<file path="config.mk">
export PLATFORM = sky130hd
export DESIGN_NAME = keycode_event_bank
export DESIGN_NICKNAME = d
export VERILOG_FILES = /design/src/rtl/keycode_event_bank.sv
export SDC_FILE = /design/constraint.sdc
export NUM_CORES = 1
export LEC_CHECK = 0
export BUFFER_PORTS_ARGS = -buffer_cell sky130_fd_sc_hd__buf_2
export CAP_MARGIN = 25
export CORE_MARGIN = 5
export CORE_UTILIZATION = 56
export DETAILED_ROUTE_END_ITERATION = 8
export HOLD_SLACK_MARGIN = 0.06
export PLACE_DENSITY = 0.78
export SYNTH_ARGS = -nofsm -noshare
export SYNTH_HDL_FRONTEND = slang
export SYNTH_SLANG_ARGS = --single-unit
</file>
<file path="constraint.sdc">
create_clock -name Clk -period 7.8 [get_ports Clk]
set_clock_uncertainty 0.05 [all_clocks]
set_input_delay 1.17 -clock Clk [delete_from_list [all_inputs] [get_ports Clk]]
set_output_delay 1.17 -clock Clk [all_outputs]
set_load 0.02 [all_outputs]
</file>
<file path="src/rtl/keycode_event_bank.sv">
`default_nettype none
// ============================================================================
// Module   : keycode_event_bank
// Brief    : NUM_KEYS host-written keycode slots, commit-time press/release
//            diff scan, and a first-word-fall-through event FIFO.
//            Optional macro KEYCODE_ROLLOVER_FILTER_EN drops commits that
//            carry HID ErrorRollOver (0x01).
// Revision : 1.0 - initial release
// ============================================================================
module keycode_event_bank #(
  parameter int NUM_KEYS   = 6,
  parameter int KEY_W      = 8,
  parameter int FIFO_DEPTH = 8
) (
  input  logic                        Clk,
  input  logic                        Reset,
  input  logic                        wr_en,
  input  logic [$clog2(NUM_KEYS)-1:0] wr_slot,
  input  logic [KEY_W-1:0]            wr_data,
  input  logic                        commit,
  output logic                        busy,
  output logic [NUM_KEYS*KEY_W-1:0]   keycodes_out,
  output logic                        ev_valid,
  input  logic                        ev_ready,
  output logic [KEY_W-1:0]            ev_code,
  output logic                        ev_press,
  output logic [$clog2(FIFO_DEPTH):0] fifo_count,
  output logic                        overflow,
  input  logic                        clear_ovf
);

  localparam int                 c_IDX_W    = $clog2(NUM_KEYS);
  localparam int                 c_PTR_W    = $clog2(FIFO_DEPTH);
  localparam logic [c_IDX_W:0]   c_NUM_KEYS = (c_IDX_W+1)'(NUM_KEYS);
  localparam logic [c_IDX_W-1:0] c_LAST_IDX = c_IDX_W'(NUM_KEYS - 1);
  localparam logic [c_PTR_W:0]   c_DEPTH    = (c_PTR_W+1)'(FIFO_DEPTH);

  typedef enum logic [1:0] {
    ST_IDLE     = 2'd0,
    ST_SCAN_REL = 2'd1,
    ST_SCAN_PRS = 2'd2
  } state_t;

  logic [KEY_W-1:0]   r_shadow [NUM_KEYS];
  logic [KEY_W-1:0]   r_active [NUM_KEYS];
  logic [KEY_W-1:0]   r_prev   [NUM_KEYS];
  state_t             r_state, w_state_nxt;
  logic [c_IDX_W-1:0] r_idx, w_idx_nxt;
  logic [KEY_W:0]     r_mem    [FIFO_DEPTH];
  logic [c_PTR_W-1:0] r_wr_ptr, r_rd_ptr;
  logic [c_PTR_W:0]   r_count;
  logic               r_overflow;

  logic               w_rollover, w_commit_ok;
  logic               w_scan_rel, w_in_other, w_dup;
  logic [KEY_W-1:0]   w_cand;
  logic               w_push, w_pop, w_push_ok, w_drop;

`ifdef KEYCODE_ROLLOVER_FILTER_EN
  always_comb begin
    w_rollover = 1'b0;
    for (int i = 0; i < NUM_KEYS; i++)
      if (r_shadow[i] == KEY_W'(1)) w_rollover = 1'b1;
  end
`else
  assign w_rollover = 1'b0;
`endif

  assign w_commit_ok = commit && (r_state == ST_IDLE) && !w_rollover;

  always_ff @(posedge Clk or posedge Reset) begin
    if (Reset) begin
      for (int i = 0; i < NUM_KEYS; i++) begin
        r_shadow[i] <= '0;
        r_active[i] <= '0;
        r_prev[i]   <= '0;
      end
    end else begin
      if (wr_en && ({1'b0, wr_slot} < c_NUM_KEYS)) r_shadow[wr_slot] <= wr_data;
      if (w_commit_ok) begin
        r_prev   <= r_active;
        r_active <= r_shadow;
      end
    end
  end

  // Candidate is the scanned slot; it must be absent from the other set and
  // be its first occurrence within its own set.
  always_comb begin
    w_scan_rel = (r_state == ST_SCAN_REL);
    w_cand     = w_scan_rel ? r_prev[r_idx] : r_active[r_idx];
    w_in_other = 1'b0;
    w_dup      = 1'b0;
    for (int j = 0; j < NUM_KEYS; j++) begin
      if ((w_scan_rel ? r_active[j] : r_prev[j]) == w_cand) w_in_other = 1'b1;
      if ((j < int'(r_idx)) && ((w_scan_rel ? r_prev[j] : r_active[j]) == w_cand))
        w_dup = 1'b1;
    end
  end

  always_ff @(posedge Clk or posedge Reset) begin
    if (Reset) begin
      r_state <= ST_IDLE;
      r_idx   <= '0;
    end else begin
      r_state <= w_state_nxt;
      r_idx   <= w_idx_nxt;
    end
  end

  always_comb begin
    w_state_nxt = r_state;
    w_idx_nxt   = r_idx;
    w_push      = 1'b0;
    case (r_state)
      ST_IDLE: begin
        if (w_commit_ok) begin
          w_state_nxt = ST_SCAN_REL;
          w_idx_nxt   = '0;
        end
      end
      ST_SCAN_REL, ST_SCAN_PRS: begin
        w_push = (w_cand != '0) && !w_in_other && !w_dup;
        if (r_idx == c_LAST_IDX) begin
          w_idx_nxt   = '0;
          w_state_nxt = (r_state == ST_SCAN_REL) ? ST_SCAN_PRS : ST_IDLE;
        end else begin
          w_idx_nxt = r_idx + c_IDX_W'(1);
        end
      end
      default: begin
        w_state_nxt = ST_IDLE;
        w_idx_nxt   = '0;
      end
    endcase
  end

  // A pop in the same cycle frees the slot, so a push into a full FIFO survives.
  assign w_pop     = (r_count != '0) && ev_ready;
  assign w_push_ok = w_push && ((r_count != c_DEPTH) || w_pop);
  assign w_drop    = w_push && !w_push_ok;

  always_ff @(posedge Clk or posedge Reset) begin
    if (Reset) begin
      for (int i = 0; i < FIFO_DEPTH; i++) r_mem[i] <= '0;
      r_wr_ptr   <= '0;
      r_rd_ptr   <= '0;
      r_count    <= '0;
      r_overflow <= 1'b0;
    end else begin
      if (w_push_ok) begin
        r_mem[r_wr_ptr] <= {w_cand, !w_scan_rel};
        r_wr_ptr        <= r_wr_ptr + c_PTR_W'(1);
      end
      if (w_pop) r_rd_ptr <= r_rd_ptr + c_PTR_W'(1);
      case ({w_push_ok, w_pop})
        2'b10:   r_count <= r_count + (c_PTR_W+1)'(1);
        2'b01:   r_count <= r_count - (c_PTR_W+1)'(1);
        default: r_count <= r_count;
      endcase
      if (w_drop)         r_overflow <= 1'b1;
      else if (clear_ovf) r_overflow <= 1'b0;
    end
  end

  generate
    for (genvar k = 0; k < NUM_KEYS; k++) begin : g_pack
      assign keycodes_out[k*KEY_W +: KEY_W] = r_active[k];
    end
  endgenerate

  assign busy       = (r_state != ST_IDLE);
  assign ev_valid   = (r_count != '0);
  assign ev_code    = ev_valid ? r_mem[r_rd_ptr][KEY_W:1] : '0;
  assign ev_press   = ev_valid ? r_mem[r_rd_ptr][0] : 1'b0;
  assign fifo_count = r_count;
  assign overflow   = r_overflow;

endmodule
`default_nettype wire
</file>
## After elaboration in Yosys (flattened, before gate mapping)

Cells that the tools add are included.

| word-level totals | value |
|---|---|
| register bits after elaboration | 232 |
| bits of input ports | 17 |

| operators by class | value |
|---|---|
| add/subtract/negate cells | 5 |
| $lt $le $gt $ge | 13 |
| equality and inequality tests | 20 |
| multiplexer cells | 53 |
| bitwise logic cells | 4 |
| reduce and logical (&&, ||, !) cells | 28 |

Operators by type and width:

| kind | number |
|---|---|
| 2-to-1 mux 8 bit | 19 |
| equality test 8 bit | 12 |
| bitwise mux 72 bit | 1 |
| binary-select mux 8 bit (select 3 bit) | 2 |
| bitwise mux 48 bit | 1 |
| binary-select mux 9 bit (select 3 bit) | 1 |
| demux 9 bit (select 3 bit) | 1 |
| 2-to-1 mux 9 bit | 3 |
| demux 8 bit (select 3 bit) | 1 |
| >= comparator 4 bit (second input constant) | 4 |
| 2-to-1 mux 1 bit | 16 |
| NOT 3 -> 4 bit | 4 |
| logical AND 1 bit | 15 |
| adder 3 x 1 -> 3 bit (second input constant) | 3 |
| less-than comparator 4 x 1 -> 1 bit (second input constant) | 2 |
| one-hot mux 4 bit (2 select lines) | 1 |
| nonzero test 8 bit | 1 |
| less-than comparator 1 x 3 -> 1 bit (first input constant) | 2 |
| less-than comparator 2 x 3 -> 1 bit (first input constant) | 2 |
| less-than comparator 3 bit (first input constant) | 2 |
| 2-to-1 mux 2 bit | 3 |
| 2-to-1 mux 3 bit | 2 |
| one-hot mux 3 bit (2 select lines) | 1 |
| nonzero test 2 bit | 3 |
| other kinds (15) | 21 |

## Longest topological paths before layout

Gate-level depths: netlist of the first run.

| depth | value |
|---|---|
| depth in word-level cells | 20 |
| mapped depth | 23 |

## Least setup slack after synthesis of the first run

Ideal clock, no wire load.

| path | value |
|---|---|
| path type | register -> register |
| start | register r_state[1] |
| end | register r_count[2] (netlist: fifo_count[2]) |
| library setup time | 0.135 ns |
| arrival time | 4.027 ns |
| path slack | 3.588 ns |
| stages on the path, launching flop included | 20 |
| buffers on the path | 4 |
| clock period less this slack | 4.212 ns |
| path through | dfrtp_1 inv_1 ha_1 buf_2 buf_2 buf_2 buf_2 mux2i_1 xnor2_1 nor4_1 nand3_2 nor3b_1 nand3_2 ha_1 xor2_1 ha_1 a21oi_1 xor2_1 nor2_1 xor2_1 |

| between the ends | value |
|---|---|
| cells in the longest elaborated chain, start to end | 16 |

RTL lines:

| item | RTL line | RTL |
|---|---|---|
| from (decl) | 47 | `state_t r_state, w_state_nxt;` |
| from (signal assigned) | 106 | `r_state <= w_state_nxt;` |
| equality test 2 x 1 -> 1 bit | 90, 115 |  |
| 2-to-1 mux 8 bit, on equally long branches | 95, 91, 96 |  |
| equality test 8 bit, on equally long branches | 95, 96 |  |
| 2-to-1 mux 1 bit or logical AND 1 bit (tied branches) | 95, 96 |  |
| 2-to-1 mux 1 bit, on equally long branches (5 in a row) | 95, 96 |  |
| zero test 1 bit or 2-to-1 mux 1 bit (tied branches) | 123, 96 |  |
| logical AND 1 bit or zero test 1 bit (tied branches) | 123 | `w_push = (w_cand != '0) && !w_in_other && !w_dup;` |
| logical AND 1 bit | 123 |  |
| 2-to-1 mux 1 bit (*) | 115 | `case (r_state)` |
| logical AND 1 bit (*) | 140 | `assign w_push_ok = w_push && ((r_count != c_DEPTH) \|\| w_pop);` |
| equality test 2 x 1 -> 1 bit or equality test 2 bit (tied branches) | 156 | `case ({w_push_ok, w_pop})` |
| one-hot mux 4 bit (2 select lines) or nonzero test 2 bit (tied branches) | -- |  |
| to (signal assigned) | 157 | `2'b10: r_count <= r_count + (c_PTR_W+1)'(1);` |
| to (signal assigned) | 158 | `2'b01: r_count <= r_count - (c_PTR_W+1)'(1);` |
| to (signal assigned) | 159 | `default: r_count <= r_count;` |
| to (decl) | 51 | `logic [c_PTR_W:0] r_count;` |

Mark *: on every way between the ends. The rest lies on a longest branch, timed or not.
A chain may end at the register's enable or synchronous reset.

## Worst setup path after layout of the first run

Ends and elaborated chain as after synthesis.

==> out/results.txt, run 1 <==
status = finished, final reports clean
mux share of post-synthesis cell area = 33.3%
number of synthesized flops with an enable pin = 0
initial antenna violation count = 0
fin. max-slew vios = 0
Synth Area in Simple Gates = 9.82%
Final Instance Area = 14200 sq um
Skew-Pair Late Insertion Delay = 540 ps
Reg clk slew, reported paths = 60 ps
commonest non-fill, non-tap cell in the layout = dfrtp_1
Port Buffers = 80
Placer Congestion = 0.937
prevailing post-synth register cell = dfrtp_1
Synth area leaders = dfrtp_1, mux2_2, mux2i_1
Fin. Hold Viols = 0
Die Span X = 162 um
Core Region = 22700 sq um
Total GRT Usage = 23.2%
Nets = 1108
Compound-Gate Fraction of Synth Area = 3.33%
unrepaired setup endpoints after global routing = no
final period utilization = 72.2%
Hold-fix buffers, CTS = 0
Final setup viols = 0
area share of fa/ha/maj cells after synthesis = 0.870%
worst setup margin = 2170 ps
commonest non-fill, non-tap cells in the layout = dfrtp_1, mux2_2, mux2i_1
setup_tns = 0 ps
sequential area share after synthesis = 44.9%
worst hold-check path type = reg2reg
die area = 26300 sq um
max_slew headroom = 37.1%
first-pass GRT wire length = 49.0 mm
Via density = 6.09
Setup crit start kind = flip-flop
Syn Nets = 1058
vias in the first global route = 8970
top cell type's share of synthesized area = 44.9%
clk root buf = clkbuf_16
Std-Cell Rows = 55
fmax = 0.178 GHz
Inserted Clock Buffers = 25
CTS tree = done
Post-Synthesis Cell Area = 12900 sq um
Routed WL = 29.8 mm
Post-Synth XOR/XNOR Area = 4.87%
Ant. Diodes = 0
CTS Buffer Depth = 3
Max Cap Viol = 0
Setup Fix Bufs, Post-CTS = 0
post-synthesis cell count = 1032
Avg Cell Area, Syn = 12.5 sq um
Final Critical Period = 5630 ps
Worst EP required = 8140 ps
share of synthesized flip-flops with an asynchronous set or reset = 100%
Die H = 162 um
# IOs = 81
htree depth = 1
Placed Area = 13500 sq um
yosys warns = 0
Antenna Violating Nets Remaining = 0
Initial Util = 57.0%
wire per inst = 21.6 um
fraction of layout instances using a drive strength above 1 = 33.4%
post-DP HPWL = 20.6 mm
largest family of logic cells by synthesized area = multiplexers
DR DRC count = 0
CP arrival = 5980 ps
Seq cells post-synth = 232
P&R area growth vs syn = 10.0%
hold_ws = 439 ps
Setup Slack @ Placement = 2220 ps
total grt overflow = 0
1st-iter DRT viols = 473
largest net degree at the start of global routing = 84
Cell variety after synth = 58
CP endpoint kind = flip-flop
post-cts sizing count = 0
Slew @ Worst Pin = 936 ps
post-synth top area cell = dfrtp_1
worst-path maximum fanout = 57
DR vias = 8413
# clock sinks = 232
Worst Setup Path Type = reg2reg
DR pass1 iterations = 7
## metal layers
layer | track usage (%) | routed length [um]
met5 | 0 | 0
met4 | 7.19 | 916
met3 | 3.73 | 1280
met2 | 38.6 | 14500
met1 | 31.4 | 13100
## registers in the layout, indices dropped and copies added (netlist names)
name and flops:
fifo_count 4, keycodes_out 48, overflow 1, r_idx 3
r_mem 72, r_prev 48, r_rd_ptr 3, r_shadow 48
r_state 2, r_wr_ptr 3
## synthesized netlist by cell type, drive strengths merged (4+ instances only)
master / n
o22ai: 8
or2: 5
mux4: 18
mux2i: 139
nand2: 14
nor4b: 11
and3: 9
or4: 6
nor2: 49
xor2: 47
xnor2: 25
mux2: 223
clkbuf: 22
nand2b: 4
nor3b: 6
a21oi: 28
nand3: 16
or3: 13
o21ai: 22
ha: 9
nand4b: 5
buf: 47
nor4: 13
inv: 7
nor3: 10
dfrtp: 232
nand4: 21
## final cells by class
type	count	area [sq um]
repair buffers	92	514
fillers	1780	8470
clock inverters	8	55.1
inverters	7	33.8
well taps	285	357
clock buffers	33	696
flip-flops and latches	232	5810
multi-input cells	724	6780
## worst max-delay path, cell delays in order (launching register included)
cell and delay, ps:
dfrtp_1 360, inv_1 140, ha_4 670, buf_4 770, nor4_2 180, nor2_2 710, xnor2_1 200, nor4_1 70
a31o_1 250, nor4_4 480, buf_6 240, nand3_2 130, ha_1 290, xor2_1 160, ha_1 190, a21oi_1 150
xor2_1 170, nor2_1 70, xor2_1 140
## kinds of logic after synthesis
family          count (synthesis)
compound gates                 70
flops                         232
mux                           380
simple gates                  193
buf+inv                        76
xor+xnor                       72
fa+ha+maj                       9
## per-stage QoR
stage | util, % | cells
CTS | 62.6 | 1380
finish | 62.7 | 1381
floorplan | - | 1032
detailed placement | 59.3 | 1339
global placement | 59.2 | 1338
global route | 62.7 | 1381
## path summary, 6_finish.rpt
| kind | startpoint | end | slack (ps) | cells past startpoint |
|---|---|---|---|---|
| max in group asynchronous | Reset | r_prev[37]$_DFFE_PP0P_ | 5700 | 3 |
| worst min register to register | r_mem[6]$_DFFE_PP0P_ | r_mem[6]$_DFFE_PP0P_ | 440 | 1 |
| worst max-delay path | r_state[1]$_DFFE_PP0P_ | fifo_count[2]$_DFFE_PP0P_ | 2170 | 18 |
| worst max register to register | r_state[1]$_DFFE_PP0P_ | fifo_count[2]$_DFFE_PP0P_ | 2170 | 18 |
| worst min-delay path | r_mem[6]$_DFFE_PP0P_ | r_mem[6]$_DFFE_PP0P_ | 440 | 1 |
| min in group asynchronous | Reset | r_prev[20]$_DFFE_PP0P_ | 670 | 2 |
Power of run 1 is left out: the tool's default activity adds up to more than one toggle a clock period on the data nets, which glitch-free logic cannot reach.
==> run 2, diff against run 1 <==
--- a/config.mk
+++ b/config.mk
@@ -5,6 +5,7 @@
 export SDC_FILE = /design/constraint.sdc
 export NUM_CORES = 1
 export LEC_CHECK = 0
+export ABC_AREA = 1
 export BUFFER_PORTS_ARGS = -buffer_cell sky130_fd_sc_hd__buf_2
 export CAP_MARGIN = 25
 export CORE_MARGIN = 5
==> constraint.sdc (replaced) <==
create_clock -name Clk -period 4.9 [get_ports Clk]
set_clock_uncertainty 0.05 [all_clocks]
set_input_delay 0.735 -clock Clk [delete_from_list [all_inputs] [get_ports Clk]]
set_output_delay 0.735 -clock Clk [all_outputs]
set_load 0.02 [all_outputs]
==> out/results.txt, run 2 <==
status = finished, final reports clean
fin. max-slew vios = 0 (unchanged)
Crit Reg-Reg Startpoint = r_state[1]$_DFFE_PP0P_
Synth area leaders = dfrtp_1, nand2_1, o21ai_0
Reg clk slew, reported paths = 60 ps (about the same)
setup_tns = 0 ps (unchanged)
fmax = 0.233 GHz (+31%)
wire per inst = 17.1 um (-21%)
worst setup margin = 609 ps (-1560 ps)
yosys warns = 0 (unchanged)
DR pass1 iterations = 6 (-1)
commonest non-fill, non-tap cell in the layout = nand2_1
commonest non-fill, non-tap cells in the layout = nand2_1, o21ai_0, dfrtp_1
Post-Synthesis Cell Area = 13900 sq um (+7.3%)
Ant. Diodes = 0 (unchanged)
post-synth top area cell = dfrtp_1
die area = 28100 sq um (+6.9%)
Cell variety after synth = 31 (-47%)
Setup crit start kind = flip-flop
Placer Congestion = 1.01 (+8.0%)
post-cts sizing count = 0 (unchanged)
Biggest register = r_mem
share of synthesized flip-flops with an asynchronous set or reset = 100% (unchanged)
Routed WL = 40.7 mm (+37%)
Fin. Hold Viols = 0 (unchanged)
Total GRT Usage = 29.1% (+5.9 points)
Final setup viols = 0 (unchanged)
hold_ws = 302 ps (-138 ps)
Seq cells post-synth = 232 (unchanged)
fraction of layout instances using a drive strength above 1 = 8.99% (-24 points)
Inserted Clock Buffers = 26 (+4.0%)
Multi-input gate area = 6770 sq um (-0.22%)
worst hold-check path type = in2async
Final Critical Period = 4290 ps (-1340 ps)
worst reg2reg path depth = 25 (+7)
Worst Setup Path Type = reg2reg
DR vias = 13200 (+57%)
Slew @ Worst Pin = 1230 ps (+289 ps)
Skew-Pair Late Insertion Delay = 540 ps (about the same)
prevailing post-synth register cell = dfrtp_1
CP arrival = 4660 ps (-1320 ps)
Via density = 5.56 (-8.7%)
# IOs = 81 (unchanged)
Std-Cell Rows = 57 (+3.6%)
CP endpoint kind = flip-flop
most frequent cell after synthesis = nand2_1
post-synthesis cell count = 2017 (+95%)
Initial Util = 57.0% (about the same)
Port Buffers = 80 (unchanged)
Avg Cell Area, Syn = 6.89 sq um (-45%)
CTS tree = done
max reg flops = 72 (unchanged)
clk root buf = clkbuf_16
total grt overflow = 0 (unchanged)
initial antenna violation count = 0 (unchanged)
1st-iter DRT viols = 1509 (+220%)
Crit Reg-Reg Endpoint = fifo_count[2]$_DFFE_PP0P_
CTS Buffer Depth = 3 (unchanged)
final period utilization = 87.6% (+15 points)
htree depth = 1 (unchanged)
Die H = 168 um (+3.4%)
DR DRC count = 0 (unchanged)
Reg2Reg Setup Slack = 610 ps (-1560 ps)
Setup Slack @ Placement = 684 ps (-1530 ps)
Setup Fix Bufs, Post-CTS = 0 (unchanged)
vias in the first global route = 12500 (+40%)
Hold-fix buffers, CTS = 0 (unchanged)
largest net degree at the start of global routing = 183 (+120%)
Die Span X = 168 um (+3.4%)
Antenna Violating Nets Remaining = 0 (unchanged)
sequential area share after synthesis = 41.8% (-3.1 points)
top cell type's share of synthesized area = 41.8% (-3.1 points)
max_slew headroom = 18.3% (-19 points)
Synth top cells by count = nand2_1, o21ai_0, dfrtp_1, inv_1, nor2_1
# clock sinks = 232 (unchanged)
post-DP HPWL = 28.5 mm (+38%)
Worst EP required = 5270 ps (-2870 ps)
P&R area growth vs syn = 10.1% (about the same)
FF+latch area = 5810 sq um (about the same)
unrepaired setup endpoints after global routing = no
worst-path maximum fanout = 99 (+74%)
number of synthesized flops with an enable pin = 0 (unchanged)
Syn Nets = 2043 (+93%)
Max Cap Viol = 0 (unchanged)
first-pass GRT wire length = 66.8 mm (+36%)
Core Region = 24400 sq um (+7.4%)
Nets = 2063 (+86%)
Fillers = 2260 (+27%)
[run 2: cell count changes after synthesis, sizes merged, moves of 65 or more]
cell | previous run | this run
inv | 7 | 229
nor2 | 49 | 189
nand3 | 16 | 108
mux2i | 139 | 0
nand2 | 14 | 688
mux2 | 223 | 0
nand4 | 21 | 86
o21ai | 22 | 243
[run 2: area by class of cell]
class                   count  share of cell area (%)
multi-input cells        1448                    44.2
flip-flops and latches    232                    37.9
inverters                 235                    5.79
clock buffers              35                    4.94
repair buffers             94                    3.63
well taps                 324                    2.65
clock inverters            13                   0.842
[run 2: critical path, stage by stage, from the launching register on]
cell and delay, ps:
dfrtp_1 350, inv_1 140, ha_4 170, buf_4 590
nand2_1 110, inv_1 90, nand2_2 120, nand2_2 370
inv_2 200, nand2_1 100, nand2_1 50, nand2_1 60
nor2_1 30, nand2_1 60, nand2_1 100, nor2_1 100
nand2_1 90, nor2_4 150, nand2_1 140, ha_1 250
xor2_1 210, ha_1 190, a21oi_1 50, a21oi_1 140
o21ai_0 90, o21a_1 120
[run 2: through the flow]
stage | instances | cell area (sq um) | utilization [%]
3_3_place_gp | 2333 | 14400 | 59.1
4_1_cts | 2381 | 15300 | 62.7
6_report | 2381 | 15300 | 62.7
2_1_floorplan | 2017 | 13900 | -
5_1_grt | 2381 | 15300 | 62.7
3_5_place_dp | 2333 | 14400 | 59.1
[run 2: worst max-delay path by stage]
stage,end,startpoint,cells after the start
3_5_place_dp,fifo_count[2]$_DFFE_PP0P_,r_state[1]$_DFFE_PP0P_,25
2_1_floorplan,fifo_count[0]$_DFFE_PP0P_,Reset,1
6_report,fifo_count[2]$_DFFE_PP0P_,r_state[1]$_DFFE_PP0P_,25
4_1_cts,fifo_count[2]$_DFFE_PP0P_,r_state[1]$_DFFE_PP0P_,23
3_3_place_gp,fifo_count[2]$_DFFE_PP0P_,r_state[1]$_DFFE_PP0P_,23
5_1_grt,fifo_count[2]$_DFFE_PP0P_,r_state[1]$_DFFE_PP0P_,25
[run 2: cell families (layout without fill, tap and decap cells)]
family | after synthesis | count (layout) | synth area share [%]
compound gates | 319 | 319 | 11.7
simple gates | 1085 | 1085 | 33.8
xor+xnor | 35 | 35 | 2.21
buf+inv | 337 | 377 | 9.72
fa+ha+maj | 9 | 9 | 0.811
flops | 232 | 232 | 41.8
[run 2: routing by layer]
metal	vias up	wire (um)	GRT usage (%)
met2	536	18500	46.2
met3	99	2840	3.18
met1	6133	17400	40.5
met5	-	0	0
li1	6474	-	-
met4	0	1960	12.9
Power of run 2 is left out for the same reason.
